`src/rtl/sync_event_arbiter.sv`:
```
// Async input conditioner: per-channel 2FF sync, debounce and rising-edge capture,
// merged into one valid/ready event stream by a round-robin scheduler.

module sync_event_arbiter_ch #(
  parameter int DEB_CYCLES = 16,
  parameter int CNT_W      = $clog2(DEB_CYCLES) + 1
) (
  input  logic clk,
  input  logic rst_n,
  input  logic i_async,
  output logic o_level,
  output logic o_rise
);
  localparam logic [CNT_W-1:0] CNT_LAST = CNT_W'(DEB_CYCLES - 1);

  logic             r_s1, r_s2, r_level;
  logic [CNT_W-1:0] r_cnt;
  logic             w_diff, w_flip;

  assign w_diff  = r_s2 ^ r_level;
  assign w_flip  = w_diff && (r_cnt == CNT_LAST);
  assign o_rise  = w_flip && !r_level;
  assign o_level = r_level;

  // Synchronizer flops are deliberately left out of reset.
  always_ff @(posedge clk) begin
    r_s1 <= i_async;
    r_s2 <= r_s1;
  end

  always_ff @(posedge clk) begin
    if (!rst_n) begin
      r_level <= 1'b0;
      r_cnt   <= '0;
    end else if (!w_diff) begin
      r_cnt <= '0;
    end else if (w_flip) begin
      r_level <= ~r_level;
      r_cnt   <= '0;
    end else begin
      r_cnt <= r_cnt + 1'b1;
    end
  end
endmodule

module sync_event_arbiter #(
  parameter int N_CH       = 4,
  parameter int ID_W       = $clog2(N_CH),
  parameter int DEB_CYCLES = 16,
  parameter int CNT_W      = $clog2(DEB_CYCLES) + 1
) (
  input  logic            clk,
  input  logic            rst_n,
  input  logic [N_CH-1:0] async_in,
  input  logic            evt_ready,
  input  logic [N_CH-1:0] ovf_clr,
  output logic            evt_valid,
  output logic [ID_W-1:0] evt_id,
  output logic [N_CH-1:0] level_out,
  output logic [N_CH-1:0] ovf
);
  localparam int IW1 = ID_W + 1;

  logic [N_CH-1:0] w_rise, w_gnt_oh;
  logic [N_CH-1:0] r_pending, r_ovf;
  logic [ID_W-1:0] r_rr, r_id, w_gnt_id, w_rr_nxt;
  logic [IW1-1:0]  w_idx;
  logic            r_valid, w_load, w_gnt, w_take;

  for (genvar i = 0; i < N_CH; i++) begin : g_ch
    sync_event_arbiter_ch #(.DEB_CYCLES(DEB_CYCLES), .CNT_W(CNT_W)) u_ch (
      .clk     (clk),
      .rst_n   (rst_n),
      .i_async (async_in[i]),
      .o_level (level_out[i]),
      .o_rise  (w_rise[i])
    );
  end

  // Scan offsets high-to-low so the smallest offset from r_rr wins; wrap by
  // subtraction keeps non-power-of-2 channel counts correct.
  always_comb begin
    w_gnt    = 1'b0;
    w_gnt_id = '0;
    w_idx    = '0;
    for (int k = N_CH - 1; k >= 0; k--) begin
      w_idx = {1'b0, r_rr} + IW1'(k);
      if (w_idx >= IW1'(N_CH)) w_idx = w_idx - IW1'(N_CH);
      if (r_pending[w_idx[ID_W-1:0]]) begin
        w_gnt    = 1'b1;
        w_gnt_id = w_idx[ID_W-1:0];
      end
    end
  end

  assign w_load   = !r_valid || evt_ready;
  assign w_take   = w_load && w_gnt;
  assign w_rr_nxt = (w_gnt_id == ID_W'(N_CH - 1)) ? '0 : w_gnt_id + 1'b1;

  always_comb begin
    w_gnt_oh = '0;
    for (int i = 0; i < N_CH; i++)
      w_gnt_oh[i] = w_take && (w_gnt_id == ID_W'(i));
  end

  // A rise on the granted channel re-arms pending without counting as lost.
  always_ff @(posedge clk) begin
    if (!rst_n) begin
      r_pending <= '0;
      r_ovf     <= '0;
      r_valid   <= 1'b0;
      r_id      <= '0;
      r_rr      <= '0;
    end else begin
      r_pending <= (r_pending & ~w_gnt_oh) | w_rise;
      r_ovf     <= (r_ovf & ~ovf_clr) | (w_rise & r_pending & ~w_gnt_oh);
      if (w_load) begin
        r_valid <= w_gnt;
        if (w_gnt) begin
          r_id <= w_gnt_id;
          r_rr <= w_rr_nxt;
        end
      end
    end
  end

  assign evt_valid = r_valid;
  assign evt_id    = r_id;
  assign ovf       = r_ovf;
endmodule

```
`config.mk`:
```
export PLATFORM = sky130hd
export DESIGN_NAME = sync_event_arbiter
export DESIGN_NICKNAME = d
export VERILOG_FILES = /design/src/rtl/sync_event_arbiter.sv
export SDC_FILE = /design/constraint.sdc
export NUM_CORES = 1
export LEC_CHECK = 0
export BUFFER_PORTS_ARGS = -buffer_cell sky130_fd_sc_hd__clkbuf_2
export CAP_MARGIN = 40
export CORE_AREA = 3 3 72 74
export DETAILED_ROUTE_END_ITERATION = 6
export DIE_AREA = 0 0 75 77
export PLACE_DENSITY = 0.58
export SKIP_CTS_REPAIR_TIMING = 1
export SYNTH_ARGS = -nofsm -noshare
export SYNTH_HDL_FRONTEND = slang
export SYNTH_SLANG_ARGS = --single-unit
```
`constraint.sdc`:
```
create_clock -name clk -period 4.05 [get_ports clk]
set_clock_uncertainty 0.1 [all_clocks]
set_input_delay 0.405 -clock clk [delete_from_list [all_inputs] [get_ports clk]]
set_output_delay 0.405 -clock clk [all_outputs]
set_load 0.01 [all_outputs]
```
**Yosys cells after proc, flatten, opt, wreduce, memory -nomap -nowiden**

Cells that the tools add are included.

- Input port bits: 11
- Output and inout port bits: 11
- Word-level logic and storage cells: 119
- Bits in registers: 45

- $add $sub $neg: 12
- Reduce and logical (&&, ||, !) cells: 29
- Eq/ne operators: 7
- Bitwise logic cells: 21
- $lt $le $gt $ge: 8
- Muxes and demuxes: 21

Operators with widths:

| operator | number |
|---|---|
| 5-bit by 1-bit adder with 5-bit output (second input constant) | 4 |
| 5-bit by 4-bit == test with 1-bit output (second input constant) | 4 |
| 2-bit two-way mux | 9 |
| 4-bit AND | 4 |
| 1-bit logical AND | 13 |
| 2-bit by 3-bit less-than comparator with 1-bit output (second input constant) | 4 |
| 3-bit OR reduction | 4 |
| 2-bit AND reduction | 5 |
| 3-bit >= comparator (second input constant) | 3 |
| 1-bit inverter | 9 |
| 1-bit binary-select mux with 2-bit select | 4 |
| 1-bit two-way mux | 8 |
| 4-bit inverter | 2 |
| 4-bit OR | 2 |
| 2-bit by 1-bit subtractor with 2-bit output (second input constant) | 4 |
| 2-bit by 2-bit adder with 3-bit output (second input constant) | 2 |
| 1-bit zero test | 5 |
| 2-bit == test (second input constant) | 2 |
| 1-bit bitwise XOR | 4 |
| 2-bit by 1-bit adder with 3-bit output (second input constant) | 1 |
| 2-bit by 3-bit >= comparator with 1-bit output (second input constant) | 1 |
| 2-bit by 1-bit adder with 2-bit output (second input constant) | 1 |
| 2-bit by 1-bit == test with 1-bit output (second input constant) | 1 |
| 2-bit zero test | 1 |
| 1-bit logical OR | 1 |

**Depth between registers and ports, before layout**

Gate-level depths: netlist of the first run.

- Depth in word-level cells: 14
- Gate-level depth with buffers: 9
- Mapped depth without buffers: 9

**Modules after synthesis**

From an unflattened synthesis of the first run, not the netlist that was laid out.

- Cell total of the unflattened synthesis: 177
- Area total of the unflattened synthesis: 1761.7 µm²

By module, submodules not included:

| module | sequential area each (µm²) | times used | area each (µm²) | cells an instance |
|---|---|---|---|---|
| sync_event_arbiter_ch | 160.2 | 4 | 281.5 | 27 |
| sync_event_arbiter | 260.2 | 1 | 635.6 | 69 |

**Least setup slack after synthesis of the first run**

No wires, ideal clock.

- Path type: reg-to-reg
- From: register r_pending[2]
- To: register r_ovf[2] (netlist: ovf[2])
- Slack: 2.194 ns
- Data arrival time: 1.696 ns
- Required time: 3.891 ns
- Setup time: 0.059 ns
- Period minus slack after synthesis: 1.856 ns
- Stages on the path, launching flop included: 10
- Path buffers: 0
- Cells stage by stage: dfxtp_1 -> nor2b_2 -> a21boi_0 -> o32ai_2 -> inv_1 -> ha_1 -> inv_1 -> o21ai_0 -> o32ai_1 -> and2_1

- Longest elaborated chain between the ends: 11
- Elaborated cells between the ends (all ways): 23
- Classes of those cells: eq/ne (1); mux (16); bitwise (4); reduce/logical (2)

Ends and longest elaborated chain:

| element | line | text |
|---|---|---|
| start: declaration | 65 | `logic [N_CH-1:0] r_pending, r_ovf;` |
| start signal: assignment | 115 | `r_pending <= (r_pending & ~w_gnt_oh) \| w_rise;` |
| 1-bit binary-select mux with 2-bit select | 89 | `if (r_pending[w_idx[ID_W-1:0]]) begin` |
| 1-bit two-way mux (implied by the code) | 89 |  |
| 2-bit two-way mux (3 in series) | 89 |  |
| 2-bit two-way mux * | 89 |  |
| named net w_gnt_id[1] | 66 | `logic [ID_W-1:0] r_rr, r_id, w_gnt_id, w_rr_nxt;` |
| 2-bit == test * | 103 | `w_gnt_oh[i] = w_take && (w_gnt_id == ID_W'(i));` |
| 1-bit logical AND * | 103 |  |
| 4-bit inverter * | 116 | `r_ovf <= (r_ovf & ~ovf_clr) \| (w_rise & r_pending & ~w_gnt_oh);` |
| 4-bit AND * | 116 |  |
| 4-bit OR * | 116 |  |
| end signal: assignment | 116 |  |
| end: declaration | 65 |  |

The timed path passes the listed nets; every way through them passes the cells marked *. The select of a mux whose other input is x is not followed.
A chain may end at the register's enable or synchronous reset.

**Worst setup path after layout of the first run**

- From: register r_pending[1]
- To: register r_ovf[2] (netlist: ovf[2])

Same word-level chain as after synthesis.

==> results of run 1 <==
-- cells by family (layout without fill, tap and decap cells) --
group,count (synthesis),in the layout,share of synthesized area
compound gates,25,25,0.1031
xor+xnor,12,12,0.05850
fa+ha+maj,12,12,0.08356
buf+inv,24,46,0.05850
flops,45,45,0.5014
simple gates,64,64,0.1950
-- cells in the mapped netlist --
| master | n | area share |
|---|---|---|
| o22ai_1 | 2 | 0.0070 |
| clkbuf_1 | 2 | 0.0042 |
| buf_4 | 4 | 0.017 |
| o22ai_2 | 1 | 0.0070 |
| xor2_1 | 8 | 0.039 |
| nor4_2 | 1 | 0.0070 |
| nor2b_2 | 1 | 0.0049 |
| nand3_1 | 4 | 0.011 |
| nor2_1 | 22 | 0.046 |
| and3_1 | 4 | 0.014 |
| o21ai_0 | 9 | 0.025 |
| nor3b_2 | 1 | 0.0070 |
| nand2_1 | 9 | 0.019 |
| ha_1 | 12 | 0.084 |
| nor3_2 | 1 | 0.0056 |
| nand3b_1 | 4 | 0.017 |
| o32ai_2 | 1 | 0.0091 |
| nor2b_1 | 1 | 0.0035 |
| a21boi_0 | 7 | 0.029 |
| and2b_1 | 1 | 0.0042 |
| inv_1 | 18 | 0.038 |
| o32ai_1 | 4 | 0.019 |
| nand2b_1 | 5 | 0.017 |
| and2b_4 | 2 | 0.011 |
| dfxtp_1 | 45 | 0.50 |
| o221a_1 | 1 | 0.0063 |
| xnor2_1 | 4 | 0.019 |
| and2_1 | 8 | 0.028 |
-- state kept, by name, indices dropped and copies added (netlist names) --
register and count:
g_ch.u_ch.r_cnt 20, ovf 4, g_ch.u_ch.r_s2 4, evt_id 2
r_pending 4, evt_valid 1, r_rr 2, g_ch.u_ch.o_level 4
g_ch.u_ch.r_s1 4
-- power by group --
group          total [mW]  leakage [nW]  internal [mW]  switching, mW
Sequential          0.455         0.367          0.450        0.00436
Clock               0.318        0.0540          0.179          0.139
Combinational      0.0190         0.451        0.00884         0.0102
Total               0.792         0.872          0.638          0.154
-- layer usage --
metal	wire length (um)	global-route usage	vias to the layer above	part of all wire
li1	-	-	634	-
met1	1245	0.1387	529	0.45
met2	1358	0.1707	15	0.49
met3	82	0.03932	9	0.030
met4	79	0.06406	0	0.029
met5	0	0	-	0
-- critical path: stages (launching register included) --
cell and delay, ns:
dfxtp_1 0.44, nor2b_2 0.08, a21boi_0 0.15, o32ai_2 0.39
inv_1 0.11, ha_1 0.19, inv_1 0.04, o21ai_0 0.10
o32ai_1 0.26, and2_1 0.15
-- cell type report --
class	instances	share of cell area
Timing Repair Buffer	21	0.05163
Clock inverter	2	0.01721
Multi-Input combinational cell	113	0.3884
Sequential cell	45	0.4425
Inverter	18	0.03319
Clock buffer	5	0.03380
Tap cell	54	0.03319
-- how the worst min path moves through the flow --
stage	end
final	g_ch[3].u_ch.r_s1
after global routing	g_ch[3].u_ch.r_s1
after CTS	g_ch[3].u_ch.r_s1
after detailed placement	g_ch[2].u_ch.r_s2
after global placement	g_ch[3].u_ch.r_s2
after floorplan	g_ch[0].u_ch.r_s2
-- stage by stage --
| step | worst slack [ns] | instance area (um^2) | util | hold WS [ns] |
|---|---|---|---|---|
| CTS | 1.965 | 2036 | 0.4368 | 0.09367 |
| global placement | 2.086 | 1932 | 0.4145 | 0.2114 |
| floorplan | 2.194 | 1797 | - | 0.2096 |
| global route | 1.752 | 2036 | 0.4368 | 0.08950 |
| finish | 1.992 | 2036 | 0.4368 | 0.1090 |
| detailed placement | 1.988 | 1932 | 0.4145 | 0.2128 |
==> flow_summary.yaml, run 1 <==
outcome:
  status: "finished clean"
clock_network:
  cts_max_level: 2
  cts.path.max_buffers: 2
  cts_buffers: 5
  clkLatencyLatePin_ns: 0.29
  cts_num_sinks: 45
  clkTransAtPathRegs_ns: 0.08
  cts_tree: "yes"
  clockRootBuffer: "clkbuf_8"
die:
  rows: 25
  die-area_mm2: 0.005775
  pin_count: 22
  coreArea_mm2: 0.004661
  die_y_um: 77
  fp.dieW_um: 75
  start_util: 0.3855
timing:
  timing.final.crit_share: 0.5081
  fmax_mhz: 485.9
  layout_min_cycle_time_ns: 2.058
  finalHoldViolations: 0
  worst_pin_slew_ns: 0.3799
  setup_viol: 0
  report.final.slew_viol_count: 0
  rsz0062_at_grt: "no"
  slew_headroom: 0.7467
  tns_ns: 0
logic_synthesis:
  post_synth.cell_area_avg_um2: 9.872
  synth_nets: 205
  synth_area_mm2: 0.001797
  yosysWarningCount: 0
  netlist_instances: 182
  synth_cell_types: 28
  ys_ff_latch: 45
  synth-seq-area-share: 0.5014
worst_hold_path:
  min_path_type: "in2reg"
  whs_path_depth: 1
  hold_path.startpoint: "async_in[3]"
global_routing:
  grt_usage: 0.1137
  grt_pass1_wl_um: 4995
  grt_pass1_vias: 1139
  grt_max_degree: 24
  gr-total-overflow: 0
  antenna_found_initial: 0
final_layout:
  areaGrowthSynthToFinish_pct: 13.30
  drive_gt1_frac: 0.1765
  mostFrequentLayoutCells: "dfxtp_1, nor2_1, clkbuf_2"
  fin_cells: 258
  nFillCells: 447
  multi_input_area_um2: 790.8
  final_common_cell: "dfxtp_1"
  n_antenna_cell: 0
  seq_area_um2: 900.9
  nNetsFinal: 227
placed_design:
  gp_congestion: 0.6904
  io_buffers: 21
  dp_cells: 251
  dp_hpwl_um: 2051
worst_setup_path:
  critPathKind: "reg2reg"
  arrival_ns: 2.20
  cp-start-kind: "flop"
  worst-path-max-fanout: 5
  r2r_end: "ovf[2]"
  endpoint: "ovf[2]"
  critPathCaptureType: "flop"
  r2r_cells: 9
  r2r-start: "r_pending[1]"
  cp.required_ns: 4.19
  crit_start: "r_pending[1]"
  r2r_slack_ns: 1.99
pwr:
  ir_worst_vdd_uv: 220.6
  leakagePower_nw: 0.8718
  power_uw: 792.2
  power_density_mw_per_mm2: 389.1
detailed_routing:
  antenna_left: 0
  route.detailed.vias_per_inst: 4.601
  drc_errors: 0
  wirelength_um: 2766
  first_iter_violations: 25
  detail_route.wl_per_cell_um: 10.72
  dr.pass1.iters: 4
  vias: 1187
flow_run:
  maxCapViolCount: 0
No activity file was read; power rests on OpenSTA's default activity.
==> run 2: changes to the inputs <==
- ABC_AREA: not set -> 1
- CORE_AREA: 3 3 72 74 -> 3 3 76 78
- DIE_AREA: 0 0 75 77 -> 0 0 79 81
- clock period: 4.05 -> 2.1 ns (I/O delays scaled with it)
==> run 2 against run 1 <==
Compared with the run above:
- via count up 25%
- fmax up 8.9%
- routed wire length up 19%
- worst hold slack worse by 0.037 ns
- combinational power rose to 28 times the previous value
- global-route usage up 0.66 points
- power rose to 2.5 times the previous value
- utilization up 1.0 points
- final cell count up 33%
- sequential power up 110%
- largest power group unchanged
==> flow_summary.yaml, run 2 <==
final_layout:
  largest_reg_flops: 20
  regMostFlops: "g_ch.u_ch.r_cnt"
  final_util: 0.4469
  nNetsFinal: 295
  fin_cells: 343
  n_antenna_cell: 0
  stdcell_area_mm2: 0.002297
  drive_gt1_frac: 0.2088
  mostFrequentLayoutCells: "nand2_1, dfxtp_1, inv_1"
  areaGrowthSynthToFinish_pct: 13.26
timing:
  tns_ns: 0
  setup_viol: 0
  finalHoldViolations: 0
  layout_min_cycle_time_ns: 1.890
  report.final.slew_viol_count: 0
  rsz0062_at_grt: "no"
  worst_pin_slew_ns: 0.5412
  fmax_mhz: 529.1
  timing.final.crit_share: 0.9000
  slew_headroom: 0.6388
  fin_ws_ns: 0.2100
  whs_ns: 0.07175
worst_setup_path:
  r2r_end: "r_rr[1]"
  r2r-start: "r_rr[1]"
  crit_start: "r_rr[1]"
  endpoint: "r_rr[1]"
  cp.required_ns: 2.18
  cp-start-kind: "flop"
  arrival_ns: 1.97
  worst-path-max-fanout: 7
  critPathKind: "reg2reg"
  critPathCaptureType: "flop"
  r2r_slack_ns: 0.21
  r2r_cells: 12
placed_design:
  dp_cells: 331
  post-place-ws_ns: 0.1125
  place_area_mm2: 0.002168
  gp_congestion: 0.8618
  io_buffers: 21
  dp_hpwl_um: 2515
detailed_routing:
  dr.pass1.iters: 4
  detail_route.wl_per_cell_um: 9.618
  antenna_left: 0
  first_iter_violations: 80
  drc_errors: 0
  wirelength_um: 3299
  vias: 1482
  route.detailed.vias_per_inst: 4.321
logic_synthesis:
  yosysWarningCount: 0
  synth_edf_count: 0
  synth_area_mm2: 0.002028
  synth-seq-area-share: 0.4442
  synth_nets: 270
  synth_top_cell_area_share: 0.4442
  synth_cell_types: 24
  ys_ff_latch: 45
  yosys-top-cells-area: "dfxtp_1, nand2_1, ha_1"
  synth_area_leader_cell: "dfxtp_1"
  post_synth.cell_area_avg_um2: 8.211
  ys.flop_type: "dfxtp_1"
  yosysMostFrequentCell: "dfxtp_1"
  async_flop_share: 0
  netlist_instances: 247
  synthTopCellsByCount: "dfxtp_1, nand2_1, inv_1"
clock_network:
  clockRootBuffer: "clkbuf_8"
  clkLatencyLatePin_ns: 0.29
  cts_num_sinks: 45
  cts_tree: "yes"
  clkTransAtPathRegs_ns: 0.08
  cts.path.max_buffers: 2
  cts_max_level: 2
  cts_buffers: 5
flow_run:
  maxCapViolCount: 0
global_routing:
  grt_pass1_vias: 1396
  grt_usage: 0.1203
  grt_pass1_wl_um: 5968
  gr-total-overflow: 0
  grt_max_degree: 14
  antenna_found_initial: 0
die:
  pin_count: 22
  fp.dieW_um: 79
  die-area_mm2: 0.006399
  start_util: 0.3946
  die_y_um: 81
  coreArea_mm2: 0.005140
  rows: 26
pwr:
  power_mw: 1.994
  ir_worst_vdd_uv: 483.9
  leakagePower_nw: 0.9741
  power_density_mw_per_mm2: 867.9
outcome:
  status: "finished clean"
worst_hold_path:
  min_path_type: "in2reg"
  hold_path.startpoint: "ovf_clr[1]"
run 2: changes by cell type after synthesis, moves of 5 or more:
cell / change
nand2_1: +34
inv_1: +15
a21oi_1: +12
nand3_1: +10
a21oi_2: +8
and2_1: -8
a21boi_0: -7
nor2_1: +7
nand2_2: +6
nand2b_1: -5
run 2: how the worst min path moves through the flow:
stage / endpoint / slack, ns / depth (start not counted)
3_5_place_dp: g_ch[3].u_ch.r_s2 / 0.21 / 0
4_1_cts: g_ch[3].u_ch.r_s1 / -0.10 / 1
6_report: ovf[1] / 0.07 / 4
2_1_floorplan: g_ch[0].u_ch.r_s1 / 0.14 / 0
5_1_grt: ovf[1] / 0.07 / 4
3_3_place_gp: g_ch[0].u_ch.r_s2 / 0.21 / 0
run 2: kinds of logic after synthesis:
| family | Yosys count | synth area share |
|---|---|---|
| buf+inv | 43 | 0.09501 |
| fa+ha+maj | 12 | 0.07403 |
| compound gates | 33 | 0.1030 |
| xor+xnor | 4 | 0.01727 |
| flops | 45 | 0.4442 |
| simple gates | 110 | 0.2665 |
run 2: critical path, cell delays in order (launching register included):
cell and delay [ns]:
dfxtp_1 0.40, inv_2 0.09, nand2_1 0.08, nand2_2 0.07, nand2_1 0.10, nor2_1 0.05
o21ai_0 0.16, nand2_1 0.07, nand2_1 0.12, inv_1 0.08, ha_1 0.29, o21ai_2 0.13
a21oi_1 0.05
run 2: final cells by class:
| cell class | instances | area, um^2 |
|---|---|---|
| clock buffers | 7 | 76.32 |
| clock inverters | 1 | 7.507 |
| fillers | 545 | 2843 |
| inverters | 36 | 140.1 |
| multi-input cells | 159 | 934.6 |
| flip-flops and latches | 45 | 905.9 |
| well taps | 70 | 87.58 |
| repair buffers | 25 | 145.1 |
run 2: routing by layer:
metal / wire, um / share of wire / global-route usage / vias up
met5: 0 / 0 / 0 / -
li1: - / - / - / 820
met2: 1463 / 0.44 / 0.1961 / 22
met1: 1622 / 0.49 / 0.1393 / 632
met4: 85 / 0.026 / 0.06701 / 0
met3: 129 / 0.039 / 0.03991 / 8
run 2: power breakdown:
| part | switching, mW | internal (mW) | leakage, nW |
|---|---|---|---|
| Sequential | 0.0420 | 0.905 | 0.369 |
| Combinational | 0.348 | 0.191 | 0.567 |
| Clock | 0.272 | 0.235 | 0.0385 |
| Total | 0.662 | 1.33 | 0.974 |
==> run 3: changes to the inputs <==
--- a/config.mk
+++ b/config.mk
@@ -8,8 +8,8 @@
 export ABC_AREA = 1
 export BUFFER_PORTS_ARGS = -buffer_cell sky130_fd_sc_hd__clkbuf_2
-export CAP_MARGIN = 40
 export CORE_AREA = 3 3 76 78
 export DETAILED_ROUTE_END_ITERATION = 6
 export DIE_AREA = 0 0 79 81
+export GPL_TIMING_DRIVEN = 0
 export PLACE_DENSITY = 0.58
 export SKIP_CTS_REPAIR_TIMING = 1
==> constraint.sdc (replaced) <==
create_clock -name clk -period 2.1 [get_ports clk]
set_clock_uncertainty 0.1 [all_clocks]
set_input_delay 0.42 -clock clk [delete_from_list [all_inputs] [get_ports clk]]
set_output_delay 0.42 -clock clk [all_outputs]
set_load 0.01 [all_outputs]
==> run 3 against run 2 <==
Compared with the run above:
- fmax fell by 2.6%
- global-route usage grew 0.46 points
- die area unchanged
- utilization up 1.2 points
- combinational power grew 11%
- final cell count up 0.58%
- flip-flop and latch count unchanged
- sequential share of layout area fell by 1.3 points
- non-clock buffer count increased by 2
- routed wire length grew 3.8%
==> flow_summary.yaml, run 3 (synthesized netlist as in run 2, its figures left out) <==
timing:
  fmax_mhz: 515.5
  timing.final.crit_share: 0.9238
  slew_headroom: 0.5450
  setup_viol: 0
  tns_ns: 0
  worst_pin_slew_ns: 0.6825
  layout_min_cycle_time_ns: 1.940
  report.final.slew_viol_count: 0
  finalHoldViolations: 0
  fin_ws_ns: 0.1601
worst_setup_path:
  cp.required_ns: 2.19
  worst-path-max-fanout: 8
  r2r_cells: 13
  critPathKind: "reg2reg"
  cp-start-kind: "flop"
  critPathCaptureType: "flop"
  arrival_ns: 2.03
pwr:
  leakagePower_nw: 1.017
  ir_worst_vdd_uv: 477.1
  power_density_mw_per_mm2: 967.6
clock_network:
  clkLatencyLatePin_ns: 0.29
  clkTransAtPathRegs_ns: 0.09
  cts_tree: "yes"
  clockRootBuffer: "clkbuf_8"
  cts.path.max_buffers: 2
  cts_max_level: 2
  cts_num_sinks: 45
  cts_buffers: 5
die:
  fp.dieW_um: 79
  die_y_um: 81
  die-area_mm2: 0.006399
  start_util: 0.3946
  coreArea_mm2: 0.005140
  rows: 26
  pin_count: 22
detailed_routing:
  first_iter_violations: 37
  drc_errors: 0
  detail_route.wl_per_cell_um: 9.922
  antenna_left: 0
  wirelength_um: 3423
  vias: 1499
  route.detailed.vias_per_inst: 4.345
  dr.pass1.iters: 4
global_routing:
  gr-total-overflow: 0
  antenna_found_initial: 0
  grt_pass1_vias: 1496
  grt_max_degree: 15
  grt_pass1_wl_um: 6258
  grt_usage: 0.1249
final_layout:
  nFillCells: 550
  regMostFlops: "g_ch.u_ch.r_cnt"
  nNetsFinal: 297
  fin_cells: 345
  drive_gt1_frac: 0.2400
  mostFrequentLayoutCells: "dfxtp_1, nand2_1, inv_1"
  n_antenna_cell: 0
  final_common_cell: "dfxtp_1"
  areaGrowthSynthToFinish_pct: 16.41
  largest_reg_flops: 20
placed_design:
  io_buffers: 20
  dp_hpwl_um: 2572
  dp_cells: 337
  post-place-ws_ns: 0.1461
  gp_congestion: 0.8002
worst_hold_path:
  min_path_type: "in2reg"
  whs_path_depth: 1
outcome:
  status: "finished clean"
flow_run:
  maxCapViolCount: 0
-- run 3: routing by layer --
| metal | wire [um] | share of wire | global-route usage |
|---|---|---|---|
| met3 | 123 | 0.036 | 0.03437 |
| met2 | 1514 | 0.44 | 0.2054 |
| met5 | 0 | 0 | 0 |
| met4 | 61 | 0.018 | 0.05670 |
| met1 | 1724 | 0.50 | 0.1527 |
-- run 3: layout make-up --
class / instances / area (um^2) / share of cell area
Inverter: 36 / 140.1 / 0.05935
Timing Repair Buffer: 20 / 100.1 / 0.04240
Buffer: 7 / 52.55 / 0.02226
Sequential cell: 45 / 900.9 / 0.3816
Clock buffer: 5 / 68.82 / 0.02915
Tap cell: 70 / 87.58 / 0.03710
Multi-Input combinational cell: 159 / 945.9 / 0.4006
Clock inverter: 3 / 65.06 / 0.02756
-- run 3: worst paths after layout --
path	endpoint	slack (ns)	start
hold reg to reg	g_ch[3].u_ch.r_s2	0.23	g_ch[3].u_ch.r_s1
setup / recovery	r_rr[1]	0.16	r_rr[0]
hold / removal	g_ch[2].u_ch.r_s1	0.12	async_in[2]
setup reg to reg	r_rr[1]	0.16	r_rr[0]
-- run 3: stage by stage --
stage / total power, mW / hold slack, ns / area, um^2 / utilization
floorplan: 1.402 / 0.2096 / 2028 / -
global placement: 1.519 / 0.2105 / 2216 / 0.4311
detailed placement: 1.523 / 0.2136 / 2216 / 0.4311
CTS: 2.295 / 0.1085 / 2350 / 0.4572
global route: 2.436 / 0.1135 / 2361 / 0.4593
finish: 2.285 / 0.1222 / 2361 / 0.4593
-- run 3: power by group --
group          internal [mW]  leakage (nW)  switching [mW]
sequential             0.901         0.368          0.0282
clock                  0.472        0.0681           0.284
combinational          0.208         0.581           0.390
total                   1.58          1.02           0.702
-- run 3: worst max-delay path: stages (launching register included) --
cell,delay (ns)
dfxtp_1,0.33
buf_6,0.14
inv_6,0.05
nand2_1,0.07
nand2_2,0.06
nand2_2,0.09
nand3_1,0.10
o21ai_2,0.13
nand2_1,0.08
nand2_2,0.10
inv_1,0.07
ha_1,0.31
o21ai_2,0.15
a21oi_1,0.05
